### src/rtl/ctrl_seq.sv
// Microcoded T-stage sequencer for the 8-bit bus CPU: fetch over the shared bus, one-hot control word, PC.
// Optional single-step gating in T0 is built when CTRL_SEQ_STEP_EN is defined (adds the i_step port).
module ctrl_seq #(
  parameter int PC_W   = 4,
  parameter int CTRL_W = 16
) (
  input  logic              i_clk,
  input  logic              i_rst,
  input  logic              i_en,
  input  logic [7:0]        i_bus,
`ifdef CTRL_SEQ_STEP_EN
  input  logic              i_step,
`endif
  output logic [CTRL_W-1:0] o_ctrl,
  output logic [PC_W-1:0]   o_pc,
  output logic [2:0]        o_stage,
  output logic              o_halted,
  output logic              o_bad_op
);

  localparam logic [2:0] ST_T0   = 3'd0;
  localparam logic [2:0] ST_T1   = 3'd1;
  localparam logic [2:0] ST_T2   = 3'd2;
  localparam logic [2:0] ST_T3   = 3'd3;
  localparam logic [2:0] ST_HALT = 3'd7;

  localparam logic [3:0] OP_NOP = 4'b0000;
  localparam logic [3:0] OP_LDA = 4'b0001;
  localparam logic [3:0] OP_JMP = 4'b0110;
  localparam logic [3:0] OP_OUT = 4'b1110;
  localparam logic [3:0] OP_HLT = 4'b1111;

  localparam logic [CTRL_W-1:0] C_AI  = CTRL_W'(1) << 0;
  localparam logic [CTRL_W-1:0] C_AO  = CTRL_W'(1) << 1;
  localparam logic [CTRL_W-1:0] C_II  = CTRL_W'(1) << 2;
  localparam logic [CTRL_W-1:0] C_IO  = CTRL_W'(1) << 3;
  localparam logic [CTRL_W-1:0] C_IIO = CTRL_W'(1) << 4;
  localparam logic [CTRL_W-1:0] C_OI  = CTRL_W'(1) << 5;
  localparam logic [CTRL_W-1:0] C_MO  = CTRL_W'(1) << 8;

  // Control word for the first execute stage, decoded from the opcode arriving on the bus.
  function automatic logic [CTRL_W-1:0] f_exec1(input logic [3:0] op);
    case (op)
      OP_LDA:  f_exec1 = C_AI | C_IO | C_IIO;
      OP_OUT:  f_exec1 = C_AO | C_OI;
      default: f_exec1 = '0;
    endcase
  endfunction

  function automatic logic f_undef(input logic [3:0] op);
    f_undef = !(op inside {OP_NOP, OP_LDA, OP_JMP, OP_OUT, OP_HLT});
  endfunction

  logic [2:0]        r_stage;
  logic [7:0]        r_instr;
  logic [PC_W-1:0]   r_pc;
  logic [CTRL_W-1:0] r_ctrl;
  logic              r_bad_op;

  logic [2:0]        w_stage_nx;
  logic [7:0]        w_instr_nx;
  logic [PC_W-1:0]   w_pc_nx;
  logic [CTRL_W-1:0] w_ctrl_nx;
  logic              w_bad_nx;
  logic              w_go;

`ifdef CTRL_SEQ_STEP_EN
  assign w_go = i_en & i_step;
`else
  assign w_go = i_en;
`endif

  // o_ctrl/o_bad_op are loaded from the decode of the next stage so they hold for the whole stage.
  always_comb begin
    w_stage_nx = r_stage;
    w_instr_nx = r_instr;
    w_pc_nx    = r_pc;
    w_ctrl_nx  = '0;
    w_bad_nx   = 1'b0;
    case (r_stage)
      ST_T0: begin
        if (w_go) begin
          w_stage_nx = ST_T1;
          w_ctrl_nx  = C_MO | C_II;
        end
      end
      ST_T1: begin
        w_stage_nx = ST_T2;
        w_instr_nx = i_bus;
        w_pc_nx    = r_pc + PC_W'(1);
        w_ctrl_nx  = f_exec1(i_bus[7:4]);
        w_bad_nx   = f_undef(i_bus[7:4]);
      end
      ST_T2: begin
        case (r_instr[7:4])
          OP_LDA, OP_OUT: w_stage_nx = ST_T3;
          OP_HLT:         w_stage_nx = ST_HALT;
          OP_JMP: begin
            w_stage_nx = ST_T0;
            w_pc_nx    = PC_W'(r_instr[3:0]);
          end
          default:        w_stage_nx = ST_T0;
        endcase
      end
      ST_T3:   w_stage_nx = ST_T0;
      ST_HALT: w_stage_nx = ST_HALT;
      default: w_stage_nx = ST_T0;
    endcase
  end

  always_ff @(posedge i_clk) begin
    if (!i_rst) begin
      r_stage  <= ST_T0;
      r_instr  <= '0;
      r_pc     <= '0;
      r_ctrl   <= '0;
      r_bad_op <= 1'b0;
    end else begin
      r_stage  <= w_stage_nx;
      r_instr  <= w_instr_nx;
      r_pc     <= w_pc_nx;
      r_ctrl   <= w_ctrl_nx;
      r_bad_op <= w_bad_nx;
    end
  end

  assign o_ctrl   = r_ctrl;
  assign o_pc     = r_pc;
  assign o_stage  = r_stage;
  assign o_halted = (r_stage == ST_HALT);
  assign o_bad_op = r_bad_op;

endmodule

### config.mk
export PLATFORM = sky130hd
export DESIGN_NAME = ctrl_seq
export DESIGN_NICKNAME = d
export VERILOG_FILES = /design/src/rtl/ctrl_seq.sv
export SDC_FILE = /design/constraint.sdc
export NUM_CORES = 1
export LEC_CHECK = 0
export ABC_AREA = 1
export CORE_MARGIN = 3
export CORE_UTILIZATION = 29
export CTS_BUF_LIST = sky130_fd_sc_hd__clkbuf_16
export DETAILED_ROUTE_END_ITERATION = 10
export PLACE_DENSITY = 0.66
export RECOVER_POWER = 25
export SYNTH_ARGS = -nofsm -noshare
export SYNTH_HDL_FRONTEND = slang
export SYNTH_SLANG_ARGS = --single-unit
### constraint.sdc
create_clock -name i_clk -period 1.1 [get_ports i_clk]
set_clock_uncertainty 0.1 [all_clocks]
set_input_delay 0.22 -clock i_clk [delete_from_list [all_inputs] [get_ports i_clk]]
set_output_delay 0.22 -clock i_clk [all_outputs]
set_load 0.03 [all_outputs]
==> summary.md <==
| Metric | Value |
|---|---|
| Final Hold Vio Count | 0 |
| Placed insts | 212 |
| Drt drc | 0 |
| Iter 0 DRT Violations | 36 |
| Clock Tree Buf Depth | 2 |
| Failing checks | setup timing |
| N_diodes | 0 |
| Post-synth EDFFs | 0 |
| Syn Std Cell Area | 998 µm² |
| Cts bufs inserted | 3 |
| H-tree level count | 1 |
| Count of cell types in the netlist | 25 |
| Synth warn | 0 |
| Most frequent cell after synthesis | dfxtp_1 |
| Post-CTS Hold Buffers | 0 |
| GPL Wtd Cong | 0.812 |
| Die width | 64.7 µm |
| Fin worst setup slack | -0.258 ns |
| Outcome | finished with violations |
| DR vias | 986 |
| Setup CP Type | flop to output pin |
| GRT Util Overall | 11.6% |
| Core Area | 3180 µm² |
| CTS tree | done |
| Maximum Capacitance Violations | 0 |
| Worst vdd ir | 737 µV |
| DIE HEIGHT | 64.7 µm |
| GRT Residual Overflow | 0 |
| Hold Crit Class | flop to flop |
| Critical path arrival | 1.04 ns |
| Drt first pass iters | 4 |
| Synthesized area per cell | 7.56 µm² |
| Starting density of the core | 31.4% |
| Sequential Power Share | 34.9% |
| TritonCTS Sinks | 19 |
| Fin crit share | 123% |
| Via count of the first global-routing pass | 862 |
| Setup violations, final | 22 |
| Post-route cell area | 1730 µm² |
| CP Max Fanout | 3 |
| Cell count after synthesis | 132 |
| DP Area | 1360 µm² |
| Pwr/cell area | 1330 nW/µm² |
| Worst skew pair latency | 0.25 ns |
| Top Ports | 36 |
| Nets | 195 |
| Post-detail-place hpwl | 1760 µm |
| First-pass GRT wire length | 3730 µm |
| Sequential fraction of the synthesis area | 38.1% |
| Post-Layout Cell Count | 226 |
| Crit. End Element | output pin |
| Fin. max-slew vios | 0 |
| Min Tclk post-route | 1.36 ns |
| Final WL | 2620 µm |
| P&R area growth vs syn | 73.2% |
| Share of flip-flops with an asynchronous set or reset | 0% |
| Max Clk Rate | 736 MHz |
| Design Power | 2.30 mW |
| Switching Power | 710 µW |
| Clock Power Share | 32.8% |
| PortBufs | 26 |
| Synth Register Bits | 19 |
| Synth area leader | dfxtp_1 |
| Leading post-synthesis cells by cell area | dfxtp_1, buf_4, o21ai_0 |
| Synth cell count leaders | dfxtp_1, inv_1, o21ai_0, nand2_1, buf_4 |
| CTS root buf | clkbuf_16 |
| Top FF cell, synth | dfxtp_1 |
| RSZ-0062 raised after global routing | yes |
| Clock-pin slew on the worst setup and hold paths | 0.05 ns |
| Initial antenna violation count | 0 |
| Layout cells sized above 1 | 53.3% |
| Pleak | 0.779 nW |
| Required time of the critical path | 0.78 ns |
| Vias/cell | 4.36 |
| Largest net degree at the start of global routing | 12 |
| Cell internal pwr | 1.59 mW |
| Full die area | 4180 µm² |
| Routed len/inst | 11.6 µm |
| Setup TNS | -2.45 ns |
| Row cnt | 20 |
| Top cell type's share of synthesized area | 38.1% |
| CP startpoint kind | flop |
| Fin util | 54.4% |
| Combinational share of power | 32.3% |
| Post-DRT Antenna Nets | 0 |
| Switching share of total power | 30.9% |
## through the flow
stage,setup WS (ns),hold slack (ns)
2_1_floorplan,-0.204,0.239
3_3_place_gp,-0.244,0.335
3_5_place_dp,-0.341,0.337
4_1_cts,-0.228,0.339
5_1_grt,-0.312,0.369
6_report,-0.258,0.341
## critical path: stages (launching register included)
cell and delay, ns:
dfxtp_4 0.38, inv_4 0.04, nor3_4 0.19, buf_6 0.16
## cells in the final DEF, fill, tap and decap left out, types with 2 or more instances in the layout
master and n:
nor4_4 2, o21ai_2 7, inv_2 4, nand2_1 10, clkbuf_16 3, a21oi_1 7, nand3_2 4, dfxtp_4 5
nor3_2 2, nor2_2 3, a21oi_2 4, dfxtp_2 3, nand2_4 3, inv_4 3, clkdlybuf4s50_1 8, dlygate4sd2_1 2
nand4_1 2, inv_1 14, nor2_1 6, buf_12 2, o21ai_1 4, nand3_1 5, nand2_2 5, conb_1 9
buf_6 14, buf_4 26, o21ai_0 4, dfxtp_1 11
## power groups by stage
stage | Combinational [mW] | Clock [mW] | Sequential [mW]
6_report | 0.742 | 0.755 | 0.801
2_1_floorplan | 0.294 | 0 | 0.873
3_5_place_dp | 0.551 | 0 | 0.815
4_1_cts | 0.689 | 0.775 | 0.806
3_3_place_gp | 0.542 | 0 | 0.811
5_1_grt | 0.795 | 0.791 | 0.810
## sequential cells by signal (all words and copies together) (netlist names)
register	cells
o_stage	3
o_ctrl	3
o_bad_op	1
o_pc	4
r_instr	8
## final timing paths
kind                    from          to  slack [ns]  cells after the start
setup / recovery  o_stage[2]    o_halted       -0.26                      3
hold / removal    r_instr[2]  r_instr[2]        0.34                      2
setup reg to reg  o_stage[2]    o_bad_op       -0.18                      5
hold reg to reg   r_instr[2]  r_instr[2]        0.34                      2
## cell families after synthesis
family	Yosys count	share of synthesized area (%)
and+or+nand+nor	46	24.9
buffers and inverters	37	20.6
AOI/OAI and AO/OA	27	13.9
DFF	19	38.1
xor gates and xnor gates	1	0.877
adders and majority gates	1	1.25
other	1	0.376
## what timing repair did
| item | CTS | global route |
|---|---|---|
| buffers inserted | 6 | 3 |
| gates resized for setup | 43 | 23 |
| setup endpoints to repair | 24 | 30 |
| cloned | 1 | 0 |
| pin swaps | 4 | 2 |
| hold endpoints to repair | 0 | 0 |
## metal layers
metal	wire length, µm	GRT usage [%]
met5	0	0
met4	68	6.33
met3	107	2.60
met2	1300	18.4
met1	1150	14.4
## layout make-up
type                    count  area [µm²]
clock inverters             1        5.00
repair buffers             54         526
fillers                   294        1450
multi-input cells          84         579
flip-flops and latches     19         403
inverters                  21        86.3
clock buffers               3        75.1
well taps                  44        55.1
Note: power is estimated with default switching activity, not from simulation.
